--- config.mk ---
export PLATFORM = sky130hd
export DESIGN_NAME = vga_timing_generator
export DESIGN_NICKNAME = d
export VERILOG_FILES = /design/src/rtl/vga_timing_generator.sv
export SDC_FILE = /design/constraint.sdc
export NUM_CORES = 1
export LEC_CHECK = 0
export CAP_MARGIN = 40
export CORE_UTILIZATION = 45
export CTS_CLUSTER_DIAMETER = 200
export DETAILED_ROUTE_END_ITERATION = 16
export GPL_TIMING_DRIVEN = 1
export HOLD_SLACK_MARGIN = 0.02
export PLACE_DENSITY = 0.71
export SLEW_MARGIN = 25
export SYNTH_ARGS = -nofsm -noshare
export SYNTH_HDL_FRONTEND = slang
export SYNTH_SLANG_ARGS = --single-unit
--- constraint.sdc ---
create_clock -name clock -period 5 [get_ports clock]
set_input_delay 1.25 -clock clock [delete_from_list [all_inputs] [get_ports clock]]
set_output_delay 1.25 -clock clock [all_outputs]
set_load 0.05 [all_outputs]
--- src/rtl/vga_timing_generator.sv ---
// Parametrised raster timing generator.
// Produces pixel/line counters, sync pulses of selectable polarity, a display
// enable, line/frame terminal flags and a wrapping frame counter. Counters
// advance only on clocks where pixel_enable is high.
//
// Ports:
//   clock           - rising-edge clock
//   reset           - synchronous active-high reset, overrides pixel_enable
//   pixel_enable    - advance strobe (one pixel per enabled clock)
//   hcount_output   - current pixel column
//   vcount_output   - current line
//   video_on        - high inside the active display area
//   horizontal_sync - horizontal sync, level H_SYNC_ACTIVE during the pulse
//   vertical_sync   - vertical sync, level V_SYNC_ACTIVE during the pulse
//   line_end        - high while hcount_output is the last column
//   frame_end       - high while at the last column of the last line
//   frame_count     - completed frames, wrapping
module vga_timing_generator #(
    parameter int unsigned H_DISPLAY     = 640,
    parameter int unsigned H_FRONT_PORCH = 16,
    parameter int unsigned H_SYNC        = 96,
    parameter int unsigned H_BACK_PORCH  = 48,
    parameter int unsigned V_DISPLAY     = 480,
    parameter int unsigned V_FRONT_PORCH = 10,
    parameter int unsigned V_SYNC        = 2,
    parameter int unsigned V_BACK_PORCH  = 33,
    parameter int unsigned H_SYNC_ACTIVE = 0,
    parameter int unsigned V_SYNC_ACTIVE = 0,
    parameter int unsigned COUNT_WIDTH   = 10,
    parameter int unsigned FRAME_WIDTH   = 8
) (
    input  logic                   clock,
    input  logic                   reset,
    input  logic                   pixel_enable,
    output logic [COUNT_WIDTH-1:0] hcount_output,
    output logic [COUNT_WIDTH-1:0] vcount_output,
    output logic                   video_on,
    output logic                   horizontal_sync,
    output logic                   vertical_sync,
    output logic                   line_end,
    output logic                   frame_end,
    output logic [FRAME_WIDTH-1:0] frame_count
);

    localparam int unsigned H_TOTAL = H_DISPLAY + H_FRONT_PORCH + H_SYNC + H_BACK_PORCH;
    localparam int unsigned V_TOTAL = V_DISPLAY + V_FRONT_PORCH + V_SYNC + V_BACK_PORCH;

    // Region boundaries expressed in counter width
    localparam logic [COUNT_WIDTH-1:0] H_LAST     = COUNT_WIDTH'(H_TOTAL - 1);
    localparam logic [COUNT_WIDTH-1:0] V_LAST     = COUNT_WIDTH'(V_TOTAL - 1);
    localparam logic [COUNT_WIDTH-1:0] H_ACT_END  = COUNT_WIDTH'(H_DISPLAY);
    localparam logic [COUNT_WIDTH-1:0] V_ACT_END  = COUNT_WIDTH'(V_DISPLAY);
    localparam logic [COUNT_WIDTH-1:0] HS_START   = COUNT_WIDTH'(H_DISPLAY + H_FRONT_PORCH);
    localparam logic [COUNT_WIDTH-1:0] HS_END     = COUNT_WIDTH'(H_DISPLAY + H_FRONT_PORCH + H_SYNC);
    localparam logic [COUNT_WIDTH-1:0] VS_START   = COUNT_WIDTH'(V_DISPLAY + V_FRONT_PORCH);
    localparam logic [COUNT_WIDTH-1:0] VS_END     = COUNT_WIDTH'(V_DISPLAY + V_FRONT_PORCH + V_SYNC);
    localparam logic                   HS_LEVEL   = 1'(H_SYNC_ACTIVE);
    localparam logic                   VS_LEVEL   = 1'(V_SYNC_ACTIVE);

    // Reject modes that cannot be represented
    if (H_DISPLAY < 1 || H_FRONT_PORCH < 1 || H_SYNC < 1 || H_BACK_PORCH < 1 ||
        V_DISPLAY < 1 || V_FRONT_PORCH < 1 || V_SYNC < 1 || V_BACK_PORCH < 1) begin : g_bad_timing
        $fatal(1, "vga_timing_generator: every timing parameter must be at least 1");
    end
    if ((64'd1 << COUNT_WIDTH) <= 64'(H_TOTAL - 1) ||
        (64'd1 << COUNT_WIDTH) <= 64'(V_TOTAL - 1)) begin : g_bad_width
        $fatal(1, "vga_timing_generator: COUNT_WIDTH too small for the mode");
    end

    logic [COUNT_WIDTH-1:0] hcount_next;
    logic [COUNT_WIDTH-1:0] vcount_next;
    logic [FRAME_WIDTH-1:0] frame_next;
    logic                   video_on_next;
    logic                   horizontal_sync_next;
    logic                   vertical_sync_next;
    logic                   line_end_next;
    logic                   frame_end_next;

    // Counter advance; without pixel_enable everything holds
    always_comb begin
        hcount_next = hcount_output;
        vcount_next = vcount_output;
        frame_next  = frame_count;
        if (pixel_enable) begin
            if (hcount_output == H_LAST) begin
                hcount_next = '0;
                if (vcount_output == V_LAST) begin
                    vcount_next = '0;
                    frame_next  = frame_count + FRAME_WIDTH'(1);
                end else begin
                    vcount_next = vcount_output + COUNT_WIDTH'(1);
                end
            end else begin
                hcount_next = hcount_output + COUNT_WIDTH'(1);
            end
        end
    end

    // Decodes on the next counter values so the registered outputs line up
    // with the counters they describe
    always_comb begin
        video_on_next        = (hcount_next < H_ACT_END) && (vcount_next < V_ACT_END);
        horizontal_sync_next = ((hcount_next >= HS_START) && (hcount_next < HS_END)) ? HS_LEVEL : ~HS_LEVEL;
        vertical_sync_next   = ((vcount_next >= VS_START) && (vcount_next < VS_END)) ? VS_LEVEL : ~VS_LEVEL;
        line_end_next        = (hcount_next == H_LAST);
        frame_end_next       = (hcount_next == H_LAST) && (vcount_next == V_LAST);
    end

    // State and output registers
    always_ff @(posedge clock) begin
        if (reset) begin
            hcount_output   <= '0;
            vcount_output   <= '0;
            frame_count     <= '0;
            video_on        <= 1'b1;
            horizontal_sync <= ~HS_LEVEL;
            vertical_sync   <= ~VS_LEVEL;
            line_end        <= 1'b0;
            frame_end       <= 1'b0;
        end else begin
            hcount_output   <= hcount_next;
            vcount_output   <= vcount_next;
            frame_count     <= frame_next;
            video_on        <= video_on_next;
            horizontal_sync <= horizontal_sync_next;
            vertical_sync   <= vertical_sync_next;
            line_end        <= line_end_next;
            frame_end       <= frame_end_next;
        end
    end

endmodule

==> out/qor.yml, run 1 <==
place_area_sq_um: 2230
rsz0062_at_grt: "no"
antennaDiodeCount: 0
period_share_pct: 67.5
drive_gt1_share_pct: 7.84
fin_ws_ns: 1.63
postSynthAreaPerCell_sq_um: 8.32
fmax_mhz: 296
cts_setup_buffers: 0
wirelength_um: 4270
cts_tree: "built"
grt_max_degree: 30
ir_drop_mv: 0.109
hpwl_um: 2930
core_area_sq_um: 4030
first_pass_iters: 4
grtUsageTotal_pct: 21.6
synth_area_leaders: "dfxtp_1 35%, xor2_1 6.5%, nor2_1 5.2%"
leakagePower_nw: 0.828
vias_per_cell: 5.69
worst-path-max-fanout: 12
cts-htree-levels: 2
clkSinkCount: 33
fin_skew_ns: 0.00732
synth_nets: 234
route.detailed.drc: 0
drt_iter0_markers: 114
drv_cap: 0
row_count: 23
yosys.area.top_type: "dfxtp_1"
final_area_sq_um: 2310
grt_pass1_wl_um: 7110
ios: 36
ctsResizeCount: 0
clock_latency_ns: 0.29
dieHeight_um: 66.8
num_vias: 1734
cellPowerDensity_nw_per_um2: 213
dp_slack_ns: 1.34
ant_nets: 0
root_buffer: "clkbuf_8"
critPathArrivalTime_ns: 3.56
clk_pin_slew_ns: 0.07
grt_antenna_before_repair: 0
netlist_instances: 227
start_util_pct: 46.9
max-slew-margin-rel_pct: 65.4
critical_path_class: "in -> reg"
finalHoldViolCount: 0
yosys_warnings: 0
area_growth_pct: 22.3
nNetsFinal: 261
outcome: "finished clean"
grt_overflow_total: 0
synth_top_area_share_pct: 35.0
clockBufferDepth: 2
synth_area_sq_um: 1890
end_kind: "flop"
ys.flop_type: "dfxtp_1"
power_mw: 0.491
required_ns: 5.18
hp-class: "reg -> reg"
tns_ns: 0
die_x_um: 66.8
utilization_pct: 57.4
slew_viol_final: 0
die_area_sq_um: 4460
cts_inserted_buffers: 5
synth_sequential_area_ratio_pct: 35.0
tightest_slew_ns: 0.511
synth_seq_cells: 33
grt_pass1_vias: 1506
async_flop_share_pct: 0
hold_buffers: 0
fillers: 382
routedWlPerCell_um: 14.0
report.final.setup_viol: 0
synth-edff-count: 0
port-buffer-count: 35
min_period_ns: 3.37
ys_types: 50
gp_congestion: 0.877
start_kind: "input pin"
==> critical path, stage by stage <==
cell and delay, ns:
clkdlybuf4s50_1 0.69, and4_1 0.36, and3_2 0.35, nand4_1 0.14
xor2_1 0.19, nand4b_1 0.19, a2111o_1 0.38
==> where the power goes <==
group / internal, mW / switching [mW]
clock network: 0.0964 / 0.0990
logic: 0.0102 / 0.0167
registers: 0.265 / 0.00401
==> state kept, by name (all words and copies together), names as in the netlist <==
name,flops
horizontal_sync,1
video_on,1
vertical_sync,1
hcount_output,10
line_end,1
vcount_output,10
frame_end,1
frame_count,8
==> through the flow <==
step           std cells  hold slack [ns]
2_1_floorplan        227            0.737
3_3_place_gp         297            0.502
3_5_place_dp         297            0.507
4_1_cts              305            0.538
5_1_grt              305            0.565
6_report             305            0.532
==> layout by cell type (no fill, tap or decap), types with 3 or more instances in the layout <==
cell type	instances
o21ai_0	5
mux2i_1	5
nand4_1	14
inv_1	6
clkdlybuf4s50_1	35
nand3_1	7
and3_1	7
and2_1	3
nand2_1	19
nor3_1	8
nor3b_1	3
a21oi_1	10
xor2_1	14
a31oi_1	4
and4_1	3
ha_1	4
nor4_1	3
nor2_1	26
clkbuf_8	5
xnor2_1	4
nor4b_1	3
dfxtp_1	33
==> final timing paths <==
| kind | from | end | slack [ns] | cells past startpoint |
|---|---|---|---|---|
| setup reg to reg | hcount_output[1] | frame_count[5] | 2.61 | 7 |
| hold / removal | frame_count[7] | frame_count[7] | 0.53 | 2 |
| setup / recovery | pixel_enable | vertical_sync | 1.63 | 7 |
| hold reg to reg | frame_count[7] | frame_count[7] | 0.53 | 2 |
==> layer usage <==
layer	GRT usage (%)	part of all wire [%]	up-vias	wire length, um
met5	0	0	-	0
li1	-	-	871	-
met1	29.2	49	801	2080
met2	31.3	43	56	1830
met4	11.2	1.7	0	74
met3	5.31	6.5	6	279
==> cell usage after synthesis, types with 2 or more instances <==
cell / n
a211oi_1: 2
a21oi_1: 10
a311oi_1: 2
a31oi_1: 4
and2_1: 3
and3_1: 7
and4_1: 3
and4_2: 2
buf_2: 4
buf_4: 2
clkbuf_1: 8
dfxtp_1: 33
ha_1: 4
inv_1: 6
mux2i_1: 5
nand2_1: 19
nand2b_1: 2
nand3_1: 7
nand4_1: 14
nor2_1: 26
nor3_1: 8
nor3b_1: 3
nor4_1: 3
nor4b_1: 3
o21ai_0: 5
or2_2: 2
xnor2_1: 4
xor2_1: 14
==> area by class of cell <==
class | instances | area (sq um) | area share [%]
tap | 50 | 62.6 | 2.71
inverter | 6 | 22.5 | 0.975
timing repair buffer | 36 | 358 | 15.5
clock buffer | 6 | 72.6 | 3.14
sequential | 33 | 661 | 28.6
multi-input combinational | 172 | 1120 | 48.7
clock inverter | 2 | 10.0 | 0.433
==> logic make-up (layout without fill, tap and decap cells) <==
group | count (synthesis) | in the layout | share of synthesized area [%]
AND/OR/NAND/NOR | 113 | 113 | 34.8
AO/OA/AOI/OAI | 32 | 32 | 11.1
adder cells (fa/ha/maj) | 4 | 4 | 2.65
buffers and inverters | 22 | 50 | 5.50
XOR/XNOR | 18 | 18 | 8.34
multiplexers | 5 | 5 | 2.65
flip-flops | 33 | 33 | 35.0
No activity file was read; power rests on OpenSTA's default activity.
==> run 2: changes to the inputs <==
PLACE_DENSITY = 0.73   (was 0.71)
clock period = 3 ns   (was 5 ns; I/O delays follow)
==> out/qor.yml, run 2 (synthesized netlist as in run 1, its figures left out) <==
p_int_mw: 0.708
min_period_ns: 2.54
routedWlPerCell_um: 13.9
path_depth: 1
antennaDiodeCount: 0
final_area_sq_um: 2400
ios: 36
path_buf_inv: 1
fillers: 380
port-buffer-count: 35
reg2regPathDepth: 8
cts_setup_buffers: 0
hp-class: "reg -> reg"
grt_pass1_wl_um: 7110
finalHoldViolCount: 0
tightest_slew_ns: 0.550
ant_nets: 0
drive_gt1_share_pct: 10.7
period_share_pct: 84.6
clkSinkCount: 33
dp_slack_ns: 0.149
fmax_mhz: 394
grtUsageTotal_pct: 21.7
reg.largest.list: "hcount_output: 10 flops, vcount_output: 10 flops, frame_count: 8 flops"
place_area_sq_um: 2280
comb_power_share_pct: 5.1
seqPwrFrac_pct: 48.3
required_ns: 2.25
cp_slowest_cell: "clkdlybuf4s50_1"
cts-htree-levels: 2
grt_max_degree: 16
cts_tree: "built"
nNetsFinal: 268
ir_drop_mv: 0.236
drv_cap: 0
fin_ws_ns: 0.461
gp_congestion: 0.895
report.final.setup_viol: 0
vias_per_cell: 5.73
p_switching_mw: 0.220
cellPowerDensity_nw_per_um2: 387
fin_skew_ns: 0.00997
ctsResizeCount: 0
max-slew-margin-rel_pct: 62.9
cts_inserted_buffers: 5
crit_chain: "clkdlybuf4s50_1"
clk_pin_slew_ns: 0.08
drt_iter0_markers: 105
die_x_um: 66.8
area_growth_pct: 26.8
utilization_pct: 59.5
first_pass_iters: 4
final_common_cell: "clkdlybuf4s50_1"
switching_share_pct: 23.7
whs_path_depth: 2
worst-path-max-fanout: 11
critPathArrivalTime_ns: 1.79
start_kind: "flop"
grt_pass1_vias: 1545
tns_ns: 0
start_util_pct: 46.9
slew_viol_final: 0
leakagePower_nw: 0.870
route.detailed.drc: 0
clockBufferDepth: 2
outcome: "finished clean"
clkPwrFrac_pct: 46.7
root_buffer: "clkbuf_8"
critical_path_class: "reg -> out"
final_cell_mix: "35 x clkdlybuf4s50_1, 33 x dfxtp_1, 26 x nor2_1, 19 x nand2_1"
dieHeight_um: 66.8
core_area_sq_um: 4030
grt_antenna_before_repair: 0
slowest_delay_ns: 0.89
hpwl_um: 3110
path_delay_family: "buffers and inverters"
rsz0062_at_grt: "no"
end_kind: "output pin"
grt_overflow_total: 0
rrSetupSlack_ns: 0.67
row_count: 23
num_vias: 1787
hold_buffers: 0
wirelength_um: 4340
clock_latency_ns: 0.30
die_area_sq_um: 4460
hold_slack_ns: 0.533
[run 2: final cells by class]
cell class | instances | area (sq um) | share of cell area [%]
clock buffer | 5 | 68.8 | 2.87
clock inverter | 3 | 46.3 | 1.93
inverter | 6 | 22.5 | 0.940
multi-input combinational | 172 | 1120 | 46.9
sequential | 33 | 661 | 27.6
tap | 50 | 62.6 | 2.61
timing repair buffer | 43 | 410 | 17.1
[run 2: power by group through the flow]
stage	Sequential, mW	Combinational, mW	Clock (mW)
finish	0.448	0.0470	0.433
global route	0.449	0.0505	0.463
CTS	0.448	0.0471	0.441
detailed placement	0.458	0.0471	0
global placement	0.458	0.0471	0
floorplan	0.466	0.0236	0
[run 2: per-stage QoR]
step,power (mW),cells
after floorplan,0.489,227
after global placement,0.505,304
after detailed placement,0.505,304
after CTS,0.936,312
after global routing,0.962,312
final,0.928,312
[run 2: final timing paths]
| check | start | end |
|---|---|---|
| hold / removal | frame_count[7] | frame_count[7] |
| setup reg to reg | hcount_output[1] | frame_end |
| setup / recovery | hcount_output[7] | hcount_output[7] |
| hold reg to reg | frame_count[7] | frame_count[7] |
[run 2: metal layers]
metal | part of all wire [%] | GRT usage [%] | vias up
met2 | 45 | 34.0 | 59
met4 | 1.6 | 9.84 | 0
li1 | - | - | 886
met3 | 6.2 | 5.65 | 8
met1 | 47 | 27.6 | 834
met5 | 0 | 0 | -
